==> config.mk <==
export PLATFORM = sky130hd
export DESIGN_NAME = pipe_stage_skid
export DESIGN_NICKNAME = d
export VERILOG_FILES = /design/src/rtl/pipe_pkg.sv /design/src/rtl/pipe_entry.sv /design/src/rtl/pipe_stage_skid.sv
export SDC_FILE = /design/constraint.sdc
export NUM_CORES = 1
export LEC_CHECK = 0
export BUFFER_PORTS_ARGS = -buffer_cell sky130_fd_sc_hd__buf_2
export CORE_UTILIZATION = 39
export CTS_CLUSTER_SIZE = 28
export DETAILED_ROUTE_END_ITERATION = 8
export PLACE_DENSITY_LB_ADDON = 0.3
export SLEW_MARGIN = 30
export SYNTH_ARGS = -nofsm -noshare
export SYNTH_HDL_FRONTEND = slang
export SYNTH_HIERARCHICAL = 1
export SYNTH_SLANG_ARGS = --single-unit
==> constraint.sdc <==
create_clock -name clk_i -period 1.8 [get_ports clk_i]
set_input_delay 0.18 -clock clk_i [delete_from_list [all_inputs] [get_ports clk_i]]
set_output_delay 0.18 -clock clk_i [all_outputs]
set_load 0.03 [all_outputs]
==> src/rtl/pipe_pkg.sv <==
// Shared constants for the CPU inter-stage pipeline registers.
package pipe_pkg;

  // Control payload bit positions
  localparam int unsigned CTRL_ALUSRC    = 0;
  localparam int unsigned CTRL_MEMTOREG  = 1;
  localparam int unsigned CTRL_REGWRITE  = 2;
  localparam int unsigned CTRL_MEMWRITE  = 3;
  localparam int unsigned CTRL_MEMREAD   = 4;
  localparam int unsigned CTRL_ALUOP_LSB = 5;

  localparam int unsigned CTRL_W_DEFAULT = 7;

  // Data payload width per stage boundary
  localparam int unsigned DATA_W_IF_ID  = 64;  // pc + instruction
  localparam int unsigned DATA_W_ID_EX  = 96;  // rs data + rt data + immediate
  localparam int unsigned DATA_W_EX_MEM = 64;  // alu result + store data
  localparam int unsigned DATA_W_MEM_WB = 64;  // load data + alu result

endpackage

==> src/rtl/pipe_entry.sv <==
// One valid+payload register slot with load, clear and synchronous reset.
module pipe_entry #(
  parameter int unsigned W = 8
) (
  input  logic         clk_i,
  input  logic         rst_i,
  input  logic         load,
  input  logic         clear,
  input  logic [W-1:0] d,
  output logic         valid,
  output logic [W-1:0] q
);

  // Clear only drops the valid bit; the payload keeps its last value
  always_ff @(posedge clk_i) begin
    if (!rst_i) begin
      valid <= 1'b0;
      q     <= '0;
    end else if (clear) begin
      valid <= 1'b0;
    end else if (load) begin
      valid <= 1'b1;
      q     <= d;
    end
  end

endmodule

==> src/rtl/pipe_stage_skid.sv <==
// Handshaked pipeline stage register with flush and optional two-entry skid.
module pipe_stage_skid
  import pipe_pkg::*;
#(
  parameter int unsigned DATA_W = DATA_W_ID_EX,
  parameter int unsigned CTRL_W = CTRL_W_DEFAULT,
  parameter int unsigned SKID   = 1
) (
  input  logic              clk_i,
  input  logic              rst_i,
  input  logic              valid_i,
  output logic              ready_o,
  input  logic [DATA_W-1:0] data_i,
  input  logic [CTRL_W-1:0] ctrl_i,
  input  logic              flush_i,
  output logic              valid_o,
  input  logic              ready_i,
  output logic [DATA_W-1:0] data_o,
  output logic [CTRL_W-1:0] ctrl_o,
  output logic [1:0]        occ_o
);

  localparam int unsigned PW = DATA_W + CTRL_W;

  logic [PW-1:0] in_pl;
  logic [PW-1:0] m_pl;
  logic [PW-1:0] m_d;
  logic          m_valid;
  logic          m_load;
  logic          m_clear;
  logic          in_xfer;
  logic          out_xfer;

  assign in_pl    = {ctrl_i, data_i};
  assign in_xfer  = valid_i & ready_o & ~flush_i;
  assign out_xfer = m_valid & ready_i;

  // Main entry: drives the downstream outputs
  pipe_entry #(.W(PW)) u_main (
    .clk_i (clk_i),
    .rst_i (rst_i),
    .load  (m_load),
    .clear (m_clear),
    .d     (m_d),
    .valid (m_valid),
    .q     (m_pl)
  );

  if (SKID != 0) begin : g_skid
    logic          s_valid;
    logic          s_load;
    logic          s_clear;
    logic [PW-1:0] s_pl;

    // Skid entry: catches the payload accepted while main is stalled
    pipe_entry #(.W(PW)) u_skid (
      .clk_i (clk_i),
      .rst_i (rst_i),
      .load  (s_load),
      .clear (s_clear),
      .d     (in_pl),
      .valid (s_valid),
      .q     (s_pl)
    );

    assign ready_o = ~s_valid;
    assign occ_o   = 2'(m_valid) + 2'(s_valid);

    // Flush first, then refill main (skid before input), else park input in skid
    always_comb begin
      m_load  = 1'b0;
      m_clear = 1'b0;
      m_d     = in_pl;
      s_load  = 1'b0;
      s_clear = 1'b0;
      if (flush_i) begin
        m_clear = 1'b1;
        s_clear = 1'b1;
      end else if (!m_valid || out_xfer) begin
        if (s_valid) begin
          m_load  = 1'b1;
          m_d     = s_pl;
          s_clear = 1'b1;
        end else if (in_xfer) begin
          m_load = 1'b1;
        end else begin
          m_clear = 1'b1;
        end
      end else if (in_xfer) begin
        s_load = 1'b1;
      end
    end
  end else begin : g_single
    assign ready_o = ~m_valid | ready_i;
    assign occ_o   = 2'(m_valid);

    // Single register: flush, else load on accept, else drain on downstream take
    always_comb begin
      m_load  = 1'b0;
      m_clear = 1'b0;
      m_d     = in_pl;
      if (flush_i) begin
        m_clear = 1'b1;
      end else if (in_xfer) begin
        m_load = 1'b1;
      end else if (out_xfer) begin
        m_clear = 1'b1;
      end
    end
  end

  // Bubbles carry an all-zero control word so no write enable can fire
  assign valid_o = m_valid;
  assign data_o  = m_pl[DATA_W-1:0];
  assign ctrl_o  = m_pl[PW-1:DATA_W] & {CTRL_W{m_valid}};

endmodule

# Word-level counts from Yosys, hierarchy flattened
# Cells that the tools add are included.
[word_totals]
ff_bits = 208
latch_bits = 0
ramBits = 0
rom_bits = 0
input_bits = 108
elab_cells = 36
memories = 0
[op_classes]
n_addsub = 1
n_mul = 0
div = 0
n_lt_le_gt_ge = 0
eq_ne = 0
shifts = 0
mux = 16
bitwise_logic = 9
n_reduce_logical = 6
[op_table]
columns = ["cell", "count"]
rows = [
  ["2-to-1 mux 103 bit", 3],
  ["2-to-1 mux 1 bit", 13],
  ["bitwise AND 7 bit", 1],
  ["inverter 1 bit", 5],
  ["AND reduction 2 bit", 2],
  ["OR reduction 2 bit", 2],
  ["bitwise AND 1 bit", 3],
  ["adder 1 x 1 -> 2 bit", 1],
  ["zero test 1 bit", 1],
  ["logical OR 1 bit", 1],
]

# Longest topological paths before layout
[depth]
ltp_word = 9
ltp_mapped = 7
ltp_nobuf = 5

# Hierarchy
# Netlist, hierarchy kept.
[modules_own_cells]
columns = ["mod", "instances", "cells_each", "area_each_um2", "seq_area_each_um2"]
rows = [
  ["pipe_entry", 2, 451, 4176.5, 2082.0],
  ["pipe_stage_skid", 1, 131, 1687.9, 0.0],
]

# Least setup slack after synthesis
# Ideal clock, no wire load.
[synth_timing]
path_kind = "register -> register"
start = "register u_main.valid"
end = "register g_skid.u_skid.q[28]"
setup_time_ns = 0.072
arrival_time_ns = 1.883
required_time_ns = 1.728
slack_ns = -0.154
stages_incl_launch_ff = 8
path_cell_list = "dfxtp_1 nand2b_1 nor4b_1 nor2b_4 buf_6 buf_8 buf_8 mux2i_1"
[synth_lines]
columns = ["element", "line", "text"]
rows = [
  ["from (decl)", "pipe_entry.sv:10", "output logic valid,"],
  ["from (signal assigned)", "pipe_entry.sv:17", "valid <= 1'b0;"],
  ["from (signal assigned)", "pipe_entry.sv:20", "valid <= 1'b0;"],
  ["from (signal assigned)", "pipe_entry.sv:22", "valid <= 1'b1;"],
  ["bitwise AND 1 bit / zero test 1 bit (equally long branches)", "pipe_stage_skid.sv:36, pipe_stage_skid.sv:79", ""],
  ["logical OR 1 bit (*)", "pipe_stage_skid.sv:79", "end else if (!m_valid || out_xfer) begin"],
  ["2-to-1 mux 1 bit (*)", "pipe_stage_skid.sv:79", ""],
  ["2-to-1 mux 1 bit (*)", "pipe_stage_skid.sv:76", "if (flush_i) begin"],
  ["named net g_skid.s_load", "pipe_stage_skid.sv:51", "logic s_load;"],
  ["AND reduction 2 bit (no line) (*)", "-", ""],
  ["to (signal assigned)", "pipe_entry.sv:18", "q <= '0;"],
  ["to (signal assigned)", "pipe_entry.sv:23", "q <= d;"],
  ["to (decl)", "pipe_entry.sv:11", "output logic [W-1:0] q"],
]
# The timed path passes the listed nets; every way through them passes the cells marked *.
# A chain may end at the register's enable or synchronous reset.

# Worst setup path in the final report
[layout_timing]
start = "register u_main.valid"
end = "register u_main.q[84]"
[layout_lines]
columns = ["element", "line", "text"]
rows = [
  ["bitwise AND 1 bit / zero test 1 bit (equally long branches)", "pipe_stage_skid.sv:36, pipe_stage_skid.sv:79", ""],
  ["logical OR 1 bit (*)", "pipe_stage_skid.sv:79", ""],
  ["2-to-1 mux 103 bit (*)", "pipe_stage_skid.sv:79", ""],
  ["2-to-1 mux 103 bit (*)", "pipe_stage_skid.sv:76", ""],
  ["named net m_d[84]", "pipe_stage_skid.sv:27", "logic [PW-1:0] m_d;"],
  ["to (signal assigned)", "pipe_entry.sv:18", ""],
  ["to (signal assigned)", "pipe_entry.sv:23", ""],
  ["to (decl)", "pipe_entry.sv:11", ""],
]
# Marks and branches as above.

==> out/results.txt <==
Cell Area, Synth: 0.0100 mm2
Worst Path Max Fanout: 17
Worst EP required: 2.19 ns
H-tree depth: 1
Flop-to-flop setup slack: 0.07 ns
Pre-CTS setup slack: -0.0460 ns
Clk Latency, worst-skew pair: 0.51 ns
Clock sink count: 208
Clock tree buffer depth: 3
Period utilization: 0.961
Pwr Density: 781 mW/mm2
CP max-delay cell: dfxtp_2
Via count: 7764
First-pass GRT wire length: 37300 um
Maxcap violations: 0
Num rows: 58
IO buf count: 214
TritonRoute pass-1 iters: 4
Final Setup Violations: 0
Worst-path clk slew: 0.06 ns
Post-DP Area: 0.0114 mm2
Fin area: 0.0133 mm2
CP dominant cell by count: buf_12
Crit path capture type: register
Post-detailed-route count of antenna-violating nets: 0
Worst Clk Skew: 0.00691 ns
IO Pins: 215
CTS tree: done
Initial Utilization: 0.399
Setup crit end: u_main/q[84]
Largest net degree at the start of global routing: 81
Grt total ovfl: 0
Slack of the critical path: 0.0708 ns
Fill cells: 2223
CP Launch Point: u_main/valid
Delay of the slowest cell on the worst path: 0.33 ns
Initial antenna violation count: 1
Ys Warns: 6
Cell count along the critical path: 7
CORE AREA: 0.0252 mm2
R2r startpoint: u_main/valid
Crit start category: register
Max VDD drop: 0.000583 V
WS Path Type: register to register
Chip width: 162 um
Min Tclk post-route: 1.73 ns
Share of cells above drive strength 1: 0.298
CP Data Arrival Time: 2.11 ns
Clk Tree Root Cell: clkbuf_16
Mean Syn Cell Area: 9.72 um2
Tot Pwr: 0.0104 W
Hold_sp: rst_i
Final GP Congestion: 0.737
Final WL: 23300 um
FF+latch count, synth: 208
Critical path, cell by cell: and2b_4 -> nor3_4 -> buf_12 -> buf_12 -> mux2_4 -> nand2_1 -> mux2i_1
Die Ht: 162 um
TritonCTS Buffers: 24
FMAX: 578 MHz
DP HPWL: 14900 um
Max-slew headroom: 0.765
Commonest cells after routing, fill and taps aside: 411 x nand2_1, 213 x buf_2, 207 x dfxtp_1, 206 x mux2i_1, 103 x dlygate4sd3_1
HP Class: primary input to register
Worst R2R End: u_main/q[84]
Status: finished, final reports clean
Worst-margin pin slew: 0.353 ns
Commonest non-fill, non-tap cell in the layout: nand2_1
Hold Fails Final Rpt: 0
DR DRC count: 0
Hold Path Depth: 3
Mapped Cells: 1033
Pleak: 5.56 nW
Util after Layout: 0.530
Per-cell routed wire length: 13.8 um
Synthesis-to-layout area growth: 32.9%
Initial drt markers: 352
Net Count, Synth: 1142
Fin. max-slew vios: 0
GRT Overall Usage: 0.172
Cell variety after synth: 24
Final net count: 1453
Worst path top cell family by delay: simple AND/OR/NAND/NOR gates
Sequential share of the synthesized area: 0.415
Number of buffers and inverters on the critical path: 2
Vias per cell: 4.59
Die ar.: 0.0264 mm2
RSZ-0062 raised after global routing: no
Number of global-route vias before repair: 7403
Reg2reg path depth: 7
worst min path at each step:
| stage | to | slack (ns) |
|---|---|---|
| 2_1_floorplan | g_skid.u_skid/q[0] | 0.32 |
| 3_3_place_gp | g_skid.u_skid/q[100] | 0.44 |
| 3_5_place_dp | u_main/q[68] | 0.44 |
| 4_1_cts | u_main/q[11] | 0.05 |
| 5_1_grt | g_skid.u_skid/q[25] | 0.07 |
| 6_report | u_main/q[11] | 0.07 |
registers in the layout (all words and copies together) (netlist names):
register / flops
g_skid.u_skid/q: 103
u_main/valid: 1
g_skid.u_skid/valid: 1
u_main/q: 103
routing by layer:
| metal | global-route usage | routed length (um) |
|---|---|---|
| met4 | 0.0433 | 439 |
| met3 | 0.0336 | 1240 |
| met5 | 0 | 0 |
| met1 | 0.231 | 11100 |
| met2 | 0.279 | 10500 |
Yosys cell counts:
master / count / area share
buf_4: 10 / 0.0075
nor2_1: 3 / 0.0011
buf_12: 7 / 0.014
nor3_4: 1 / 0.0016
and2_1: 7 / 0.0044
ha_1: 1 / 0.0012
mux2i_1: 206 / 0.21
mux2_1: 7 / 0.0079
nand2b_1: 1 / 0.00062
buf_6: 3 / 0.0034
nor4b_1: 1 / 0.00087
mux2_2: 33 / 0.037
clkbuf_1: 14 / 0.0052
inv_1: 1 / 0.00037
nand2_1: 412 / 0.15
and2b_4: 1 / 0.0010
buf_2: 31 / 0.015
mux2_4: 63 / 0.094
buf_8: 16 / 0.024
nor2b_4: 2 / 0.0027
nor3b_1: 2 / 0.0015
dfxtp_1: 208 / 0.41
nor3_1: 1 / 0.00050
a21o_1: 2 / 0.0015
metrics by stage:
stage | cells | TNS, ns | hold WS, ns
after floorplan | 1033 | 0 | 0.322
after global placement | 1536 | -0.0157 | 0.437
after detailed placement | 1536 | -0.887 | 0.443
after CTS | 1683 | -0.0101 | 0.0520
after global routing | 1691 | 0 | 0.0747
final | 1692 | 0 | 0.0733
where the power goes:
group	leakage [nW]	internal [W]	switching, W
sequential	1.68	0.00466	0.0000272
combinational	3.50	0.000536	0.000519
clock	0.381	0.00278	0.00191
total	5.56	0.00798	0.00245
worst register-to-register path: cells and delay by family (launching register included):
family	cells	cell delay [ns]
buf+inv	2	0.43
mux	2	0.41
simple gates	3	0.44
flops	1	0.33
cell type report:
cell class              count  area [um2]  share of cell area
multi-input cells         743        5200               0.390
flip-flops and latches    208        4170               0.312
repair buffers            366        2790               0.209
clock buffers              36         727              0.0545
well taps                 330         413              0.0309
clock inverters             7        41.3             0.00309
inverters                   1        3.75            0.000281
diodes                      1        2.50            0.000188
kinds of logic (layout without fill, tap and decap cells):
group | Yosys count | in the layout | synth area share
muxes | 309 | 309 | 0.344
and+or+nand+nor | 431 | 431 | 0.168
buffers and inverters | 82 | 410 | 0.0698
AOI/OAI and AO/OA | 2 | 2 | 0.00149
DFF | 208 | 208 | 0.415
other | 0 | 1 | 0
adders and majority gates | 1 | 1 | 0.00125
repair_timing:
item / CTS / global route
setup buffers: 0 / 7
setup endpoints to repair: 58 / 151
resized for setup: 1 / 4
hold buffers: 103 / 0
endpoints found under the hold margin: 103 / 0
pin swaps: 0 / 1
cloned: 1 / 1
Power figures use the tool's default switching activity.
